$ cat src/rtl/gray_ptr_ctrl.sv
// gray_ptr_ctrl: one-side pointer and flag controller for an asynchronous FIFO.
// SIDE=0 lives in the write domain and produces "full".
// SIDE=1 lives in the read domain and produces "empty".
// The local pointer is kept in binary and Gray. The remote Gray pointer is
// brought in through a SYNC_STAGES flop chain and converted back to binary
// for the level computation.
//
// Handshake: inc is a request and the inverse of flag is its ready.
// A request is accepted on a rising edge where inc=1 and flag=0.
// A request made while flag=1 is dropped; err pulses for one cycle and the
// pointer holds.
module gray_ptr_ctrl #(
    parameter int ADDRSIZE    = 8,
    parameter int SYNC_STAGES = 2,
    parameter int SIDE        = 0,
    parameter int ALMOST_TH   = 4
) (
    input  logic                clk,
    input  logic                rst_n,
    input  logic                inc,
    input  logic [ADDRSIZE:0]   remote_gray_in,
    output logic [ADDRSIZE:0]   ptr_gray,
    output logic [ADDRSIZE-1:0] addr,
    output logic                flag,
    output logic                almost_flag,
    output logic [ADDRSIZE:0]   level,
    output logic                err
);

    localparam int PW = ADDRSIZE + 1;
    localparam logic [PW-1:0] DEPTH      = {1'b1, {ADDRSIZE{1'b0}}};
    localparam logic [PW-1:0] ALMOST_LVL = PW'(ALMOST_TH);
    localparam logic [PW-1:0] FULL_TH    = DEPTH - ALMOST_LVL;

    logic [PW-1:0] bin;
    logic [PW-1:0] bin_next;
    logic [PW-1:0] gray_next;
    logic [PW-1:0] sync_q [SYNC_STAGES];
    logic [PW-1:0] rsync;
    logic [PW-1:0] rbin;
    logic [PW-1:0] level_next;
    logic          acc;
    logic          flag_next;
    logic          almost_next;

    assign rsync = sync_q[SYNC_STAGES-1];
    assign addr  = bin[ADDRSIZE-1:0];

    // Synchronizer chain for the remote Gray pointer (only one bit changes per step).
    always_ff @(posedge clk or negedge rst_n) begin
        if (!rst_n) begin
            for (int i = 0; i < SYNC_STAGES; i++) begin
                sync_q[i] <= '0;
            end
        end else begin
            sync_q[0] <= remote_gray_in;
            for (int i = 1; i < SYNC_STAGES; i++) begin
                sync_q[i] <= sync_q[i-1];
            end
        end
    end

    // Gray to binary: each binary bit is the XOR of all Gray bits at or above it.
    always_comb begin
        rbin = '0;
        for (int i = 0; i < PW; i++) begin
            rbin[i] = ^(rsync >> i);
        end
    end

    // Next pointer and next flags. Flags use the next pointer, so a local
    // increment sets the flag in the same edge and can never overrun.
    always_comb begin
        acc         = inc & ~flag;
        bin_next    = bin + {{ADDRSIZE{1'b0}}, acc};
        gray_next   = bin_next ^ (bin_next >> 1);
        flag_next   = 1'b0;
        level_next  = '0;
        almost_next = 1'b0;
        if (SIDE == 0) begin
            // Full: the pointers are one lap apart. In Gray code that means the
            // top two bits are inverted and the rest are equal.
            flag_next   = (gray_next == {~rsync[ADDRSIZE:ADDRSIZE-1], rsync[ADDRSIZE-2:0]});
            level_next  = bin_next - rbin;
            almost_next = (level_next >= FULL_TH);
        end else begin
            flag_next   = (gray_next == rsync);
            level_next  = rbin - bin_next;
            almost_next = (level_next <= ALMOST_LVL);
        end
    end

    // Pointer, flag and status registers. The read side resets to empty.
    always_ff @(posedge clk or negedge rst_n) begin
        if (!rst_n) begin
            bin         <= '0;
            ptr_gray    <= '0;
            flag        <= (SIDE != 0);
            almost_flag <= (SIDE != 0);
            level       <= '0;
            err         <= 1'b0;
        end else begin
            bin         <= bin_next;
            ptr_gray    <= gray_next;
            flag        <= flag_next;
            almost_flag <= almost_next;
            level       <= level_next;
            err         <= inc & flag;
        end
    end

endmodule

$ cat config.mk
export PLATFORM = sky130hd
export DESIGN_NAME = gray_ptr_ctrl
export DESIGN_NICKNAME = d
export VERILOG_FILES = /design/src/rtl/gray_ptr_ctrl.sv
export SDC_FILE = /design/constraint.sdc
export NUM_CORES = 1
export LEC_CHECK = 0
export ABC_AREA = 1
export CAP_MARGIN = 15
export CELL_PAD_IN_SITES_DETAIL_PLACEMENT = 1
export CELL_PAD_IN_SITES_GLOBAL_PLACEMENT = 2
export CORE_UTILIZATION = 41
export CTS_BUF_LIST = sky130_fd_sc_hd__clkbuf_16
export DETAILED_ROUTE_END_ITERATION = 16
export DONT_BUFFER_PORTS = 1
export PLACE_DENSITY_LB_ADDON = 0.1
export SLEW_MARGIN = 20
export SYNTH_ARGS = -nofsm -noshare
export SYNTH_HDL_FRONTEND = slang
export SYNTH_SLANG_ARGS = --single-unit
export TNS_END_PERCENT = 50
$ cat constraint.sdc
create_clock -name clk -period 4.05 [get_ports clk]
set_input_delay 0.6075 -clock clk [delete_from_list [all_inputs] [get_ports clk]]
set_output_delay 0.6075 -clock clk [all_outputs]
set_load 0.005 [all_outputs]
Word level (Yosys, flattened, before mapping)
Index checks and enable logic that the tools add are counted.

Register bits: 48. Word-level logic and storage cells: 26.

Add/sub/neg operators: 2. $lt $le $gt $ge: 1. Equality and inequality tests: 1. Bitwise operators: 5. Reduce and logical (&&, ||, !) cells: 9.

Operators by type and width (number): XOR reduction 9 bit (9); adder 9 x 1 -> 9 bit (1); == test 9 bit (1); >= comparator 9 x 8 -> 1 bit, second input constant (1); subtractor 9 bit (1); XOR 9 x 8 -> 9 bit (1); AND 1 bit (2); inverter 2 bit (1); inverter 1 bit (1).

Depth between registers and ports, before layout
Gate-level depths: netlist of run 1.

Word-level depth: 5. Depth in mapped cells: 21. Gate-level depth less buffers: 21.

Worst setup path after synthesis of run 1
No wires, ideal clock.

Kind: input to register. From: input inc. To: register almost_flag. Setup time: 0.117 ns. Arrival: 2.550 ns. Required time: 3.933 ns. Slack: 1.383 ns. Stages on the path: 17. Path buffers: 0. Path through: inv_1 > nor2_1 > ha_1 > ha_1 > nand3_2 > nor2_2 > nand2_1 > xor2_1 > inv_2 > ha_1 > a21oi_1 > a21boi_1 > nand2_1 > nand2_1 > nand2_2 > nand3_1 > nand2_1.

Longest elaborated chain between the ends: 4.

Ends and longest elaborated chain: from (decl) (line 20) `input logic inc,`; AND 1 bit (line 74) `acc = inc & ~flag;`; adder 9 x 1 -> 9 bit (line 75) `bin_next = bin + {{ADDRSIZE{1'b0}}, acc};`; named net bin_next[6] (line 36) `logic [PW-1:0] bin_next;`; subtractor 9 bit (line 84) `level_next = bin_next - rbin;`; named net level_next[7] (line 41) `logic [PW-1:0] level_next;`; >= comparator 9 x 8 -> 1 bit (line 85) `almost_next = (level_next >= FULL_TH);`; named net almost_next (line 44) `logic almost_next;`; to (signal assigned) (line 99) `almost_flag <= (SIDE != 0);`; to (signal assigned) (line 106) `almost_flag <= almost_next;`; to (decl) (line 25) `output logic almost_flag,`.

The timed path passes the listed nets, and every way through them passes these cells.

Worst setup path after layout of run 1
From: register flag. To: register almost_flag.

Longest elaborated chain between the ends: 5.

Ends and longest elaborated chain: from (decl) (line 24) `output logic flag,`; from (signal assigned) (line 98) `flag <= (SIDE != 0);`; from (signal assigned) (line 105) `flag <= flag_next;`; inverter 1 bit (line 74); AND 1 bit (line 74); adder 9 x 1 -> 9 bit (line 75); named net bin_next[6] (line 36); subtractor 9 bit (line 84); named net level_next[7] (line 41); >= comparator 9 x 8 -> 1 bit (line 85); named net almost_next (line 44).

The timed path passes the listed nets, and every way through them passes these cells.

==> reports/metrics.cfg, run 1 <==
[synthesis]
ys.flop_type = dfrtp_1
ys_ff_latch = 47
avgSynthCellArea_sq_um = 9.13
synth_area_sq_um = 2470
yosys.cell_count.top_type = nand2_1
yosysUniqueCellTypes = 27
syn-instance-count = 270
yosysTopAreaCell = dfrtp_1
synth_top_area_share_pct = 47.7
yosys_warnings = 0
synth_common_cells = nand2_1 (66), dfrtp_1 (47), inv_1 (37)
synthArstFlopShare_pct = 100
syn-num-nets = 294
synthTopCellsByArea = dfrtp_1 (48%), nand2_1 (10%), xor2_1 (6.4%), inv_1 (5.6%), ha_1 (5.6%)
yosysSeqAreaShare_pct = 47.7
synth-edff-count = 0

[hold_path]
hp-class = in2async

[worst_setup_path]
r2r_setup_slack_ps = 1300
path_cells = nor2_1 > ha_1 > ha_1 > nand3_2 > nor2_2 > nand2_1 > xor2_1 > inv_2 > ha_1 > a21oi_1 > a21boi_1 > nand2_1 > nand2_1 > nand2_2 > nand3_1 > nand2_1
critPathRequiredTime_ps = 4230
crit_path_frequent_cell = nand2_1
timing.rr.start = flag
slowest_stage = dfrtp_1
start_kind = flip-flop
critical_path_arrival_ps = 2920
r2r_end = almost_flag
cp_slowest_stage_delay_ps = 400
worstSetupPathType = reg2reg
crit_buf_inv = 1
critPathTopFamily = simple AND/OR/NAND/NOR gates
critPathCaptureType = flip-flop
crit_fanout = 4
reg2regPathDepth = 16

[grt]
grt_util_all_layers_pct = 18.3
grt-ovfl-total = 0
grt-busiest-layer = met2
grt_pass1_wl_mm = 8.49
grt_start_max_net_pins = 48
gr-usage-met2_pct = 31.6
grt_pass1_vias = 1750
use_met1_pct = 21.7
antenna_found_initial = 0
met3_usage_pct = 3.66

[floorplanning]
core_area_sq_um = 5640
die_width_um = 79.6
dieHeight_um = 79.6
rows = 27
pin_count = 41
start_util_pct = 43.7
die_area_sq_um = 6330

[clock_network]
cts_buffer_depth = 2
cts_setup_buffers = 0
root_buffer = clkbuf_16
clkTransAtPathRegs_ps = 60
numCtsBuffers = 5
htree_num_levels = 2
worstSkewPairLatency_ps = 280
cts.sinks = 47
cts_tree = built

[sta]
drv_slew = 0
fmax_ghz = 0.364
rsz0062_at_grt = no
hold_ws_ps = 16.1
hold_viol = 0
slew_headroom_pct = 72.7
skew_ps = 2.74
finalCriticalPeriod_ps = 2750
worst_pin_slew_ps = 409
setup_violations = 0
fin_setup_tns_ps = 0
finalCritPeriodShare_pct = 67.8

[power]
max-vdd-ir-drop_uv = 325
powerDensity_nw_per_um2 = 748
p_leak_nw = 1.45

[finish]
fin_nets = 302
nFillCells = 644
multi_input_area_sq_um = 1110
synthToLayoutAreaGrowth_pct = 9.99
drive_gt1_share_pct = 17.9
diodes = 0
regArea_sq_um = 1180

[routing]
vias = 1673
finalWirelength_mm = 4.95
ant_nets = 0
detail_route.wl_per_cell_um = 14.1
vias_per_cell = 4.77
drcViolationCount = 0
drt_pre_antenna_iters = 4
drt_iter0_markers = 53

[run]
drv_cap = 0

[placed_design]
hpwlAfterDp_mm = 4.00
io_buffers = 0
gp_congestion = 0.759

[run_status]
status = completed

[how the worst max path moves through the flow]
| stage | cells past startpoint | end | start | slack, ps |
|---|---|---|---|---|
| after floorplan | 17 | almost_flag | inc | 1380 |
| after global placement | 17 | almost_flag | inc | 1200 |
| after detailed placement | 17 | almost_flag | inc | 1100 |
| after CTS | 16 | almost_flag | flag | 1260 |
| after global routing | 16 | almost_flag | flag | 990 |
| final | 16 | almost_flag | flag | 1300 |
[report_power, final]
group / total (mW) / leakage [nW] / switching [mW] / internal (mW)
logic: 0.903 / 0.824 / 0.583 / 0.320
clock network: 0.390 / 0.0726 / 0.165 / 0.225
registers: 0.735 / 0.558 / 0.116 / 0.619
total: 2.03 / 1.45 / 0.864 / 1.16
[per-stage QoR]
step | util [%] | std cells | total power, mW | setup WS, ps | area, sq um
2_1_floorplan | - | 270 | 1.44 | 1380 | 2470
3_3_place_gp | 45.2 | 341 | 1.63 | 1200 | 2550
3_5_place_dp | 45.2 | 341 | 1.67 | 1100 | 2550
4_1_cts | 47.7 | 349 | 2.07 | 1260 | 2690
5_1_grt | 48.1 | 351 | 2.24 | 987 | 2710
6_report | 48.1 | 351 | 2.03 | 1300 | 2710
[state kept, by name, indices dropped and copies added, names as in the netlist]
name and count:
bin 9, level 9, rsync 9, sync_q 9, ptr_gray 8, almost_flag 1, err 1, flag 1
[routing by layer]
layer  wire length (um)  part of all wire, %  up-vias
li1                   -                    -      835
met3                145                  2.9        8
met5                  0                    0        -
met1               2260                   46      800
met4                 89                  1.8        0
met2               2460                   50       30
[final cells by class]
| cell class | instances | area share, % |
|---|---|---|
| clock buffer | 5 | 4.61 |
| timing repair buffer | 2 | 0.738 |
| multi-input combinational | 176 | 41.0 |
| sequential | 47 | 43.4 |
| inverter | 46 | 6.37 |
| tap | 72 | 3.32 |
| clock inverter | 3 | 0.600 |
[layout by cell type (no fill, tap or decap), drive strengths merged]
master,synthesis,final
clkinv,0,2
nand4,2,2
nor2,10,10
nand3,30,30
a21boi,2,2
nor4,1,1
fa,1,1
ha,11,11
inv,46,47
xor2,21,21
or2,1,1
nand2,87,87
o21ai,1,1
a21oi,4,4
clkbuf,0,5
o21bai,1,1
dlygate4sd3,0,2
dfrtp,47,47
xnor2,4,4
[worst register-to-register path, stage by stage (launching register included)]
cell	delay (ps)
dfrtp_1	400
nor2_1	150
ha_1	170
ha_1	210
nand3_2	130
nor2_2	140
nand2_1	80
xor2_1	250
inv_2	120
ha_1	330
a21oi_1	140
a21boi_1	200
nand2_1	70
nand2_1	70
nand2_2	50
nand3_1	80
nand2_1	50
[logic make-up (layout without fill, tap and decap cells)]
family,after synthesis,count (layout),share of synthesized area [%]
AND/OR/NAND/NOR,131,131,26.5
flip-flops,47,47,47.7
buffers and inverters,47,56,7.20
XOR/XNOR,25,25,10.2
adder cells (fa/ha/maj),12,12,6.39
AO/OA/AOI/OAI,8,8,1.93
[repair_timing]
item                      CTS  global route
gates resized for setup     0             0
hold buffers                0             2
hold endpoints to repair    0             9
Power figures use the tool's default switching activity.
==> run 2, diff against run 1 <==
Settings changed: CORE_UTILIZATION 41 to 38.
Clock period 4.05 ns to 2.72 ns, I/O delays scaled along.
==> reports/metrics.cfg, run 2 (same netlist as run 1, synthesis figures left out) <==
[worst_setup_path]
start_kind = flip-flop
reg2regPathDepth = 16
worstSetupPathType = reg2reg
critPathRequiredTime_ps = 2900
critPathCaptureType = flip-flop
critical_path_arrival_ps = 2690
crit_fanout = 4

[hold_path]
hp-class = in2reg
whs_path_depth = 0

[floorplanning]
dieHeight_um = 82.6
die_width_um = 82.6
pin_count = 41
core_area_sq_um = 6100
start_util_pct = 40.5
rows = 28
die_area_sq_um = 6820

[finish]
final_core_utilization_pct = 48.7
final_cells = 368
synthToLayoutAreaGrowth_pct = 20.3
nFillCells = 704
layout_commonest_cell = nand2_1
mostFrequentLayoutCells = nand2_1 (55), dfrtp_1 (44), inv_1 (36), nand2_2 (25), nand3_1 (23)
fin_nets = 316
drive_gt1_share_pct = 31.1
diodes = 0

[routing]
drt_pre_antenna_iters = 4
finalWirelength_mm = 5.26
vias = 1702
drt_iter0_markers = 66
drcViolationCount = 0
detail_route.wl_per_cell_um = 14.3
vias_per_cell = 4.63
ant_nets = 0

[clock_network]
htree_num_levels = 2
root_buffer = clkbuf_16
clkTransAtPathRegs_ps = 70
worstSkewPairLatency_ps = 290
cts_buffer_depth = 2
numCtsBuffers = 5
cts.sinks = 47
cts_tree = built

[power]
power_mw = 3.30
p_leak_nw = 1.55
max-vdd-ir-drop_uv = 570
powerDensity_nw_per_um2 = 1110

[sta]
finalCriticalPeriod_ps = 2510
hold_viol = 0
slew_headroom_pct = 77.2
fin_setup_tns_ps = 0
skew_ps = 4.87
drv_slew = 0
worst_pin_slew_ps = 338
hold_ws_ps = 146
setup_violations = 0
finalCritPeriodShare_pct = 92.4
rsz0062_at_grt = yes
fmax_ghz = 0.398

[run]
drv_cap = 0

[run_status]
status = completed

[placed_design]
io_buffers = 0
dp_cells = 348
gp_congestion = 0.788
hpwlAfterDp_mm = 4.01

[grt]
grt-ovfl-total = 0
grt_pass1_vias = 1769
grt_pass1_wl_mm = 8.60
antenna_found_initial = 0
grt_start_max_net_pins = 48
grt_util_all_layers_pct = 17.5

[run 2: final cells by class]
| cell class | count | area (sq um) | share of cell area (%) |
|---|---|---|---|
| clock buffers | 5 | 125 | 4.22 |
| well taps | 75 | 93.8 | 3.16 |
| inverters | 46 | 173 | 5.82 |
| flip-flops and latches | 47 | 1180 | 39.8 |
| multi-input cells | 176 | 1230 | 41.6 |
| repair buffers | 16 | 143 | 4.81 |
| clock inverters | 3 | 18.8 | 0.633 |
[run 2: per-stage QoR]
step                      instance area, sq um  setup WS (ps)
after floorplan                           2470            252
after global placement                    2580           56.6
after global routing                      2970          -18.1
final                                     2970            207
after detailed placement                  2580          -14.2
after CTS                                 2770           25.7
[run 2: final timing paths]
path / slack [ps] / startpoint / endpoint
max in group asynchronous: 1860 / rst_n / rsync[4]
max: 210 / flag / almost_flag
max reg2reg: 210 / flag / almost_flag
min: 150 / remote_gray_in[5] / sync_q[14]
min in group asynchronous: 630 / rst_n / ptr_gray[1]
min reg2reg: 350 / sync_q[14] / rsync[5]
[run 2: layer usage]
layer / wire (um) / track usage [%]
met1: 2500 / 22.7
met2: 2550 / 29.6
met3: 133 / 3.41
met4: 68 / 5.17
met5: 0 / 0
[run 2: worst max-delay path, stage by stage, from the launching register on]
cell      delay (ps)
dfrtp_1          410
nor2_2           120
ha_2             210
ha_4             150
nand3_4           80
nor2_2           140
nand2_1           90
xor2_2           180
inv_2            100
ha_1             320
a21oi_1          140
a21boi_2         170
nand2_1           70
nand2_1           70
nand2_2           50
nand3_1           60
nand2_1           50
[run 2: where the power goes]
part	internal, mW	total (mW)	leakage (nW)	switching [mW]
combinational	0.629	1.58	0.922	0.952
clock	0.341	0.613	0.0740	0.272
sequential	0.921	1.11	0.555	0.186
[run 2: timing repair]
item / CTS / global route
endpoints found under the hold margin: 47 / 0
hold buffers: 2 / 0
pin swaps: 0 / 14
setup buffers: 0 / 10
resized for setup: 1 / 33
setup endpoints to repair: 1 / 3
==> run 3, diff against run 2 <==
Settings changed: CORE_UTILIZATION 38 to 34.
Clock period 2.72 ns to 2.1 ns, I/O delays scaled along.
==> reports/metrics.cfg, run 3 (same netlist as run 1, synthesis figures left out) <==
[routing]
finalWirelength_mm = 6.40
detail_route.wl_per_cell_um = 14.2
vias_per_cell = 4.46
drt_pre_antenna_iters = 4
ant_nets = 0
drt_iter0_markers = 45
routed-wl-met2_mm = 3.38
vias = 2015
wl_met1_mm = 2.78
top_layer = met4
wl_met3_um = 194
drcViolationCount = 0

[finish]
final_cells = 452
nFillCells = 796
synthToLayoutAreaGrowth_pct = 50.3
mostFrequentLayoutCells = buf_4 (72), nand2_1 (50), dfrtp_1 (46), nand2_2 (34), inv_1 (32)
multi_input_area_sq_um = 1410
fin_nets = 379
diodes = 0
regArea_sq_um = 1180
fin_area_sq_um = 3710
drive_gt1_share_pct = 50.3
layout_commonest_cell = buf_4

[placed_design]
gp_congestion = 0.782
placed_area_sq_um = 3140
dp_slack_ps = -474
hpwlAfterDp_mm = 4.92
dp_cells = 434
io_buffers = 0

[power]
pwr-share-comb_pct = 56.6
clkPwrFrac_pct = 17.9
p_sw_mw = 2.15
powerDensity_nw_per_um2 = 1520
power.internal_mw = 3.48
pwr-share-seq_pct = 25.6
max-vdd-ir-drop_uv = 575
swShare_pct = 38.1
p_leak_nw = 1.89

[sta]
rsz0062_at_grt = yes
setup_violations = 9
fmax_ghz = 0.404
drv_slew = 0
hold_viol = 0
finalCritPeriodShare_pct = 118
finalWorstSetupSlack_ps = -372
worst_pin_slew_ps = 300
fin_setup_tns_ps = -2040
finalCriticalPeriod_ps = 2470
slew_headroom_pct = 79.8
skew_ps = 6.13

[floorplanning]
core_area_sq_um = 6910
dieHeight_um = 87.2
rows = 30
die_width_um = 87.2
pin_count = 41
die_area_sq_um = 7600
start_util_pct = 35.7

[clock_network]
htree_num_levels = 2
numCtsBuffers = 5
cts.sinks = 47
cts_tree = built
clkTransAtPathRegs_ps = 60
root_buffer = clkbuf_16
worstSkewPairLatency_ps = 290
cts_buffer_depth = 2

[hold_path]
hp-class = in2reg

[worst_setup_path]
cp-endpoint = almost_flag
start_kind = flip-flop
critPathRequiredTime_ps = 2280
r2r_end = almost_flag
crit_fanout = 4
r2r_setup_slack_ps = -370
critical_path_arrival_ps = 2650
timing.rr.start = rsync[7]
critPathCaptureType = flip-flop
reg2regPathDepth = 21
worstSetupPathType = reg2reg
crit_path_start = rsync[7]

[run]
drv_cap = 0

[run_status]
status = finished with violations
violations = setup timing

[grt]
grt_util_all_layers_pct = 18.8
grt-ovfl-total = 0
grt_start_max_net_pins = 48
grt_pass1_wl_mm = 10.6
antenna_found_initial = 0
grt_pass1_vias = 2174

[run 3: cell count changes in the layout (fill, tap and decap cells not counted), moves of 5 or more]
cell	delta
buf_4	+58
ha_1	-6
nand2_1	-5
buf_6	+5
nand2_2	+9
ha_4	+7
[run 3: worst min path at each step]
stage / from / depth (start not counted) / to
floorplan: rst_n / 0 / almost_flag
global placement: rst_n / 0 / err
detailed placement: rst_n / 0 / err
CTS: remote_gray_in[5] / 0 / sync_q[14]
global route: remote_gray_in[8] / 0 / sync_q[17]
finish: remote_gray_in[3] / 0 / sync_q[12]
[run 3: area by class of cell]
cell class | instances | share of cell area [%]
clock inverters | 3 | 1.72
inverters | 46 | 4.72
flip-flops and latches | 47 | 31.8
multi-input cells | 176 | 38.1
well taps | 96 | 3.24
clock buffers | 5 | 3.37
repair buffers | 79 | 17.1
[run 3: power by group through the flow]
stage,Sequential [mW],Clock (mW),Combinational [mW]
3_5_place_dp,1.44,0,2.69
4_1_cts,1.43,1.03,3.06
5_1_grt,1.48,1.06,3.55
3_3_place_gp,1.43,0,2.63
2_1_floorplan,1.39,0,1.44
6_report,1.44,1.01,3.19
[run 3: timing repair]
action | 4_1_cts | 5_1_grt
gates resized for setup | 34 | 26
hold buffers | 2 | 0
setup endpoints to repair | 12 | 12
setup buffers | 6 | 2
hold endpoints to repair | 47 | 0
pin swaps | 9 | 14
[run 3: layer usage]
metal  GRT usage (%)  vias up
met1            23.4      987
li1                -      993
met4            3.13        0
met5               0        -
met3            4.17        4
met2            33.9       31
[run 3: through the flow]
step	total power, mW	util (%)	hold slack (ps)
floorplan	2.84	-	19.4
global placement	4.05	45.5	20.3
detailed placement	4.13	45.5	20.3
CTS	5.53	51.8	51.2
global route	6.09	53.7	43.1
finish	5.63	53.7	57.4
[run 3: critical path: stages, from the launching register on]
cell	delay [ps]
dfrtp_1	420
inv_2	110
nand2_4	70
nand2_4	60
nand2_2	50
nand2_2	70
nand2_2	50
nand2_2	80
xor2_1	150
inv_1	100
ha_4	170
fa_2	340
inv_2	70
nand2_2	60
nand2_2	90
nand3_2	90
nand2_2	90
nand2_2	50
nand2_1	50
nand2_1	50
nand2_2	60
nand2_1	50
